`config.mk`:
```
export PLATFORM = sky130hd
export DESIGN_NAME = alu_cmd_sequencer_flat
export DESIGN_NICKNAME = d
export VERILOG_FILES = /design/src/rtl/alu_cmd_sequencer_if.sv /design/src/rtl/alu_cmd_sequencer.sv /design/src/flat_wrapper.sv
export SDC_FILE = /design/constraint.sdc
export NUM_CORES = 1
export LEC_CHECK = 0
export CAP_MARGIN = 20
export CORE_ASPECT_RATIO = 1.25
export CORE_UTILIZATION = 47
export DETAILED_ROUTE_END_ITERATION = 12
export PLACE_DENSITY_LB_ADDON = 0.2
export SYNTH_ARGS = -nofsm -noshare
export SYNTH_HDL_FRONTEND = slang
export SYNTH_SLANG_ARGS = --single-unit
```
`constraint.sdc`:
```
create_clock -name clk -period 2.95 [get_ports clk]
set_input_delay 0.295 -clock clk [delete_from_list [all_inputs] [get_ports clk]]
set_output_delay 0.295 -clock clk [all_outputs]
set_load 0.01 [all_outputs]
```
`src/rtl/alu_cmd_sequencer_if.sv`:
```
// alu_cmd_sequencer_if
//
// Purpose: groups the command port, the ALU-facing drive/return signals and
// the result port of alu_cmd_sequencer into one bundle.
//
// Handshake rule for both cmd_* and res_*: a transfer happens on a rising
// clock edge where valid and ready are both high. The producer holds valid
// and its payload stable until that edge. The consumer may raise or lower
// ready at any time.
//
// Signals:
//   cmd_valid/cmd_ready, cmd_a, cmd_b, cmd_op, cmd_chain  command port
//   alu_a, alu_b, alu_op                                  drive to the ALU
//   alu_result                                            return from the ALU
//   res_valid/res_ready, res_data                         result port
//   fifo_count                                            queued entries
//
// Modports:
//   slave  - the sequencer itself
//   master - the surrounding environment (command source, ALU, result sink)
interface alu_cmd_sequencer_if #(
    parameter int DEPTH = 4
);
    localparam int CNT_W = $clog2(DEPTH) + 1;

    logic             cmd_valid;
    logic             cmd_ready;
    logic [31:0]      cmd_a;
    logic [31:0]      cmd_b;
    logic [1:0]       cmd_op;
    logic             cmd_chain;

    logic [31:0]      alu_a;
    logic [31:0]      alu_b;
    logic [1:0]       alu_op;
    logic [31:0]      alu_result;

    logic             res_valid;
    logic             res_ready;
    logic [31:0]      res_data;

    logic [CNT_W-1:0] fifo_count;

    modport slave (
        input  cmd_valid, cmd_a, cmd_b, cmd_op, cmd_chain,
        input  alu_result,
        input  res_ready,
        output cmd_ready,
        output alu_a, alu_b, alu_op,
        output res_valid, res_data,
        output fifo_count
    );

    modport master (
        output cmd_valid, cmd_a, cmd_b, cmd_op, cmd_chain,
        output alu_result,
        output res_ready,
        input  cmd_ready,
        input  alu_a, alu_b, alu_op,
        input  res_valid, res_data,
        input  fifo_count
    );
endinterface

```
`src/rtl/alu_cmd_sequencer.sv`:
```
// alu_cmd_sequencer
//
// Purpose: command queue and result-capture stage around a 32-bit
// combinational ALU. Commands {a, b, op[, chain]} are accepted over a
// valid/ready handshake into a DEPTH-entry circular FIFO. The head entry is
// driven to the ALU combinationally and, when the result slot is free (or is
// being drained in the same cycle), the ALU result is registered into the
// result port and the head is popped.
//
// Optional feature (macro ALU_CHAIN_EN):
//   defined   - a head entry with chain=1 drives the previous result as
//               operand A instead of its stored a.
//   undefined - cmd_chain is ignored and not stored; no last-result register.
//
// Ports:
//   clk          rising-edge clock
//   rst          synchronous active-high reset
//   bus          alu_cmd_sequencer_if.slave (command, ALU and result signals)
//   dbg_state_o  result-slot state (0 = EMPTY, 1 = FULL)
module alu_cmd_sequencer #(
    parameter int DEPTH = 4
) (
    input  logic                 clk,
    input  logic                 rst,
    alu_cmd_sequencer_if.slave   bus,
    output logic                 dbg_state_o
);
    localparam int PTR_W = $clog2(DEPTH);
    localparam int CNT_W = PTR_W + 1;
    localparam logic [CNT_W-1:0] FULL_CNT = CNT_W'(DEPTH);
    localparam logic [CNT_W-1:0] ONE_CNT  = CNT_W'(1);
    localparam logic [PTR_W-1:0] ONE_PTR  = PTR_W'(1);

    typedef enum logic {
        S_EMPTY = 1'b0,
        S_FULL  = 1'b1
    } state_t;

    state_t           state_q, state_d;
    logic [PTR_W-1:0] wr_ptr_q, wr_ptr_d;
    logic [PTR_W-1:0] rd_ptr_q, rd_ptr_d;
    logic [CNT_W-1:0] count_q, count_d;
    logic [31:0]      res_data_q, res_data_d;

    logic [31:0]      mem_a  [DEPTH];
    logic [31:0]      mem_b  [DEPTH];
    logic [1:0]       mem_op [DEPTH];

    logic             fifo_empty;
    logic             cmd_ready;
    logic             push;
    logic             issue;

`ifdef ALU_CHAIN_EN
    logic             mem_chain [DEPTH];
    logic [31:0]      last_result_q, last_result_d;
`else
    logic             unused_chain;
    assign unused_chain = bus.cmd_chain;
`endif

    assign fifo_empty = (count_q == '0);
    // Registered count only: a pop in the same cycle never frees a slot for
    // a push, so cmd_ready has no path from res_ready.
    assign cmd_ready  = (count_q != FULL_CNT);
    assign push       = bus.cmd_valid && cmd_ready;
    // A new result may be captured when the slot is free or is being read
    // out at this very edge.
    assign issue      = !fifo_empty && ((state_q == S_EMPTY) || bus.res_ready);

    assign bus.cmd_ready  = cmd_ready;
    assign bus.res_valid  = (state_q == S_FULL);
    assign bus.res_data   = res_data_q;
    assign bus.fifo_count = count_q;
    assign dbg_state_o    = state_q;

    // Head entry drives the ALU; zeros when nothing is queued.
    always_comb begin
        bus.alu_a  = '0;
        bus.alu_b  = '0;
        bus.alu_op = '0;
        if (!fifo_empty) begin
            bus.alu_a  = mem_a[rd_ptr_q];
            bus.alu_b  = mem_b[rd_ptr_q];
            bus.alu_op = mem_op[rd_ptr_q];
`ifdef ALU_CHAIN_EN
            if (mem_chain[rd_ptr_q]) begin
                bus.alu_a = last_result_q;
            end
`endif
        end
    end

    // Next-state logic for the result slot, FIFO pointers and count.
    always_comb begin
        state_d    = state_q;
        wr_ptr_d   = wr_ptr_q;
        rd_ptr_d   = rd_ptr_q;
        count_d    = count_q;
        res_data_d = res_data_q;
`ifdef ALU_CHAIN_EN
        last_result_d = last_result_q;
`endif

        if (push) begin
            wr_ptr_d = wr_ptr_q + ONE_PTR;
        end
        if (issue) begin
            rd_ptr_d   = rd_ptr_q + ONE_PTR;
            res_data_d = bus.alu_result;
`ifdef ALU_CHAIN_EN
            last_result_d = bus.alu_result;
`endif
        end

        case ({push, issue})
            2'b10:   count_d = count_q + ONE_CNT;
            2'b01:   count_d = count_q - ONE_CNT;
            default: count_d = count_q;
        endcase

        case (state_q)
            S_EMPTY: begin
                if (issue) begin
                    state_d = S_FULL;
                end
            end
            S_FULL: begin
                // Drained without a replacement: slot becomes free, data held.
                if (bus.res_ready && !issue) begin
                    state_d = S_EMPTY;
                end
            end
            default: state_d = S_EMPTY;
        endcase
    end

    always_ff @(posedge clk) begin
        if (rst) begin
            state_q    <= S_EMPTY;
            wr_ptr_q   <= '0;
            rd_ptr_q   <= '0;
            count_q    <= '0;
            res_data_q <= '0;
`ifdef ALU_CHAIN_EN
            last_result_q <= '0;
`endif
        end else begin
            state_q    <= state_d;
            wr_ptr_q   <= wr_ptr_d;
            rd_ptr_q   <= rd_ptr_d;
            count_q    <= count_d;
            res_data_q <= res_data_d;
`ifdef ALU_CHAIN_EN
            last_result_q <= last_result_d;
`endif
        end
    end

    // Storage needs no reset: the pointers and count decide what is live.
    always_ff @(posedge clk) begin
        if (push) begin
            mem_a[wr_ptr_q]  <= bus.cmd_a;
            mem_b[wr_ptr_q]  <= bus.cmd_b;
            mem_op[wr_ptr_q] <= bus.cmd_op;
`ifdef ALU_CHAIN_EN
            mem_chain[wr_ptr_q] <= bus.cmd_chain;
`endif
        end
    end
endmodule
```
`src/flat_wrapper.sv`:
```
// flat-port wrapper written by rule: the top's interface ports become plain ports
module alu_cmd_sequencer_flat 
#(
    parameter int DEPTH = 4
)
  (clk, rst, dbg_state_o, bus_cmd_valid, bus_cmd_a, bus_cmd_b, bus_cmd_op, bus_cmd_chain, bus_alu_result, bus_res_ready, bus_cmd_ready, bus_alu_a, bus_alu_b, bus_alu_op, bus_res_valid, bus_res_data, bus_fifo_count);
  alu_cmd_sequencer_if #(.DEPTH(DEPTH)) bus_i ();
  input  logic clk;
  input  logic rst;
  output logic dbg_state_o;
  input wire logic [$bits(bus_i.cmd_valid)-1:0] bus_cmd_valid;
  input wire logic [$bits(bus_i.cmd_a)-1:0] bus_cmd_a;
  input wire logic [$bits(bus_i.cmd_b)-1:0] bus_cmd_b;
  input wire logic [$bits(bus_i.cmd_op)-1:0] bus_cmd_op;
  input wire logic [$bits(bus_i.cmd_chain)-1:0] bus_cmd_chain;
  input wire logic [$bits(bus_i.alu_result)-1:0] bus_alu_result;
  input wire logic [$bits(bus_i.res_ready)-1:0] bus_res_ready;
  output wire logic [$bits(bus_i.cmd_ready)-1:0] bus_cmd_ready;
  output wire logic [$bits(bus_i.alu_a)-1:0] bus_alu_a;
  output wire logic [$bits(bus_i.alu_b)-1:0] bus_alu_b;
  output wire logic [$bits(bus_i.alu_op)-1:0] bus_alu_op;
  output wire logic [$bits(bus_i.res_valid)-1:0] bus_res_valid;
  output wire logic [$bits(bus_i.res_data)-1:0] bus_res_data;
  output wire logic [$bits(bus_i.fifo_count)-1:0] bus_fifo_count;
  assign bus_i.cmd_valid = bus_cmd_valid;
  assign bus_i.cmd_a = bus_cmd_a;
  assign bus_i.cmd_b = bus_cmd_b;
  assign bus_i.cmd_op = bus_cmd_op;
  assign bus_i.cmd_chain = bus_cmd_chain;
  assign bus_i.alu_result = bus_alu_result;
  assign bus_i.res_ready = bus_res_ready;
  assign bus_cmd_ready = bus_i.cmd_ready;
  assign bus_alu_a = bus_i.alu_a;
  assign bus_alu_b = bus_i.alu_b;
  assign bus_alu_op = bus_i.alu_op;
  assign bus_res_valid = bus_i.res_valid;
  assign bus_res_data = bus_i.res_data;
  assign bus_fifo_count = bus_i.fifo_count;
  alu_cmd_sequencer #(.DEPTH(DEPTH)) u_core (.clk(clk), .rst(rst), .bus(bus_i), .dbg_state_o(dbg_state_o));
endmodule
```
==> qor.txt <==
Outcome = completed
Ratio of cells with drive above 1 in the final layout = 16.30%
Storage cell area = 8776 sq um
Layout net count = 946
Vias = 6300
Post-DR wirelength/cell = 19.75 microns
Pin count of the biggest net entering global routing = 103
PD cells = 948.7 nW/um^2
Synth Warn # = 0
Final Hold Fails = 0
Resized cells post-CTS = 0
CTS tree = done
Htree depth = 1
Net count after synthesis = 731
Internal power = 10.43 mW
Clk network pwr share = 25.9%
Total CTS buffers = 30
Die Y = 179.1 microns
#FFs+latches synth = 306
Ant. Diodes = 0
Reg power frac = 38.3%
Critical path's slowest cell = clkdlybuf4s50_1
Max Cap Violations = 0
CP Data Required Time = 2.65 ns
Sw Ratio = 28.10%
IO Port Bufs = 205
CORE AREA = 24580 sq um
Post-route setup TNS = 0 ns
Clock sink count = 306
Slew Limit Headroom = 45.96%
RSZ-0062 raised after global routing = no
Rows = 64
Final min period = 2.698 ns
Global-route wire length before repair = 35740 microns
DR vias/cell = 5.299
Overall Global Routing Usage = 18.40%
Worst-case clock buffer depth = 3
Die span in x = 143.7 microns
Full die area = 25730 sq um
Worst-Skew Late Latency = 0.53 ns
Crit end category = output pin
DRC violations left = 0
Leak = 4.931 nW
Slew Viols, Final = 0
Yosys cell types = 27
Net load switching power = 4.076 mW
Sequential share of the synthesized area = 74.36%
Routability cong. = 0.7622
Setup violators final = 0
Footprint of the multi-input gates = 2790 sq um
Gr ovfl total = 0
Fin crit share = 91.45%
Vias in the first global route = 6656
Worst Path Arrival = 2.40 ns
Antenna-violating nets left = 0
Peak Freq = 370.7 MHz
Final HPWL DP = 14510 microns
Comb power frac = 35.8%
Startpoint Class = register
First-pass DRT Iterations = 4
Fillers = 1794
Routed wire length = 23480 microns
Reg clk slew, reported paths = 0.06 ns
Design Power = 14.50 mW
Category of the most critical setup path = reg -> out
Largest stage delay, worst path = 0.54 ns
CP max FO = 29
HP Class = in -> reg
I/O Pins = 207
Starting Density = 47.96%
Mapped Area = 11790 sq um
Synthesis-to-layout area growth = 29.67%
Worst-path cell chain = buf_12 > mux4_2 > nor2b_1 > clkdlybuf4s50_1
Root buffer cell = clkbuf_16
Initial DRC count = 342
Clock Skew = 0.008007 ns
Reg2reg setup slack = 0.70 ns
Peak VDD IR = 628.6 uV
Worst slew pin tran = 0.8080 ns
Antenna violations before repair = 1
Mapped Cells = 622
Avg Inst Size Synth = 18.96 sq um
[cell type report]
cell class	count	area share, %
clock inverters	16	1.170
repair buffers	224	15.09
multi-input cells	269	18.25
clock buffers	38	5.245
flip-flops and latches	306	57.40
inverters	6	0.1473
well taps	330	2.700
[synthesized netlist by cell type]
library cell | instances | area [sq um]
xor2_1 | 2 | 17.52
buf_1 | 6 | 22.52
clkbuf_1 | 18 | 67.56
dfxtp_1 | 42 | 840.8
nand3b_1 | 32 | 240.2
nand2b_1 | 3 | 18.77
nor2b_1 | 63 | 394.1
nor3b_1 | 1 | 7.510
edfxtp_1 | 264 | 7928
nand2_1 | 1 | 3.750
and2_1 | 4 | 25.02
buf_2 | 8 | 40.04
mux2_2 | 4 | 45.04
inv_1 | 6 | 22.52
or3_1 | 1 | 6.260
ha_1 | 5 | 62.56
fa_1 | 1 | 20.02
and2b_1 | 6 | 45.04
a21boi_1 | 1 | 7.510
nor3_4 | 1 | 16.27
o21ai_0 | 33 | 165.2
nor2_1 | 9 | 33.78
buf_4 | 3 | 22.52
a21oi_1 | 35 | 175.2
buf_6 | 6 | 67.56
mux2i_1 | 1 | 10.01
mux4_2 | 66 | 1486
[worst max-delay path, delay by kind of cell, from the launching register on]
| family | cells | cell delay (ns) |
|---|---|---|
| buffers and inverters | 2 | 0.81 |
| multiplexers | 1 | 0.53 |
| flip-flops | 1 | 0.39 |
| AND/OR/NAND/NOR | 1 | 0.14 |
[placed cells by master, fill, tap and decap left out, types with 2 or more instances in the layout]
cell type / Yosys / final
o21ai_0: 33 / 33
buf_4: 3 / 10
clkdlybuf4s50_1: 0 / 205
buf_12: 0 / 9
clkinv_2: 0 / 8
and2_4: 0 / 4
a21oi_1: 35 / 35
nor2b_1: 63 / 63
bufinv_16: 0 / 4
ha_1: 5 / 5
xor2_1: 2 / 2
clkbuf_1: 18 / 7
edfxtp_1: 264 / 264
nand3b_1: 32 / 32
nor2_1: 9 / 9
inv_1: 6 / 6
and2b_1: 6 / 6
dfxtp_4: 0 / 2
mux4_2: 66 / 66
clkbuf_16: 0 / 31
mux2_2: 4 / 4
dfxtp_1: 42 / 40
clkinv_1: 0 / 3
nand2b_1: 3 / 3
[path summary, 6_finish.rpt]
check | start | to | cells after the start
worst max register to register | u_core.bus.fifo_count[0] | u_core.bus.fifo_count[2] | 9
worst min register to register | u_core.bus.res_data[15] | u_core.bus.res_data[15] | 2
worst max-delay path | register | bus_alu_a[31] | 4
worst min-delay path | bus_alu_result[14] | u_core.bus.res_data[14] | 3
[through the flow]
step | util [%] | worst slack [ns] | instances | hold slack [ns] | area [sq um]
finish | 62.19 | 0.2521 | 1189 | 0.3557 | 15290
global route | 62.19 | 0.1390 | 1189 | 0.3521 | 15290
CTS | 62.19 | 0.1774 | 1189 | 0.3266 | 15290
detailed placement | 58.17 | 0.4977 | 1134 | 0.4714 | 14300
global placement | 58.17 | 0.5426 | 1134 | 0.4631 | 14300
floorplan | - | 0.6920 | 622 | 0.3939 | 11800
[sequential cells by signal, indices dropped and copies added (netlist names), named ones only]
signal / count
u_core.bus.fifo_count: 3
u_core.bus.res_data: 32
u_core.bus.res_valid: 1
u_core.mem_a: 128
u_core.mem_b: 128
u_core.mem_op: 8
u_core.rd_ptr_q: 2
u_core.wr_ptr_q: 2
[per-layer routing]
| layer | track usage, % | part of all wire (%) | up-vias |
|---|---|---|---|
| met4 | 5.585 | 2.1 | 2 |
| met3 | 3.846 | 6.2 | 32 |
| met2 | 33.45 | 52 | 202 |
| met1 | 21.76 | 39 | 3196 |
| li1 | - | - | 2868 |
| met5 | 0 | 0.047 | - |
[timing repair]
action,CTS,global route
endpoints found under the setup margin,24,0
setup buffers,1,0
hold buffers,0,0
[power by group through the flow]
stage / Sequential (mW) / Clock (mW) / Combinational (mW)
after floorplan: 5.64 / 0 / 2.93
after global placement: 5.66 / 0 / 5.14
after detailed placement: 5.71 / 0 / 5.23
after CTS: 5.56 / 3.84 / 5.32
after global routing: 5.61 / 4.01 / 5.62
final: 5.55 / 3.76 / 5.19
[cells by family after synthesis]
logic type | after synthesis | synth area share, %
adders and majority gates | 6 | 0.7003
DFF | 306 | 74.36
AOI/OAI and AO/OA | 69 | 2.950
xor gates and xnor gates | 2 | 0.1486
buffers and inverters | 47 | 2.058
and+or+nand+nor | 121 | 6.706
muxes | 71 | 13.07
Note: power is estimated with default switching activity, not from simulation.
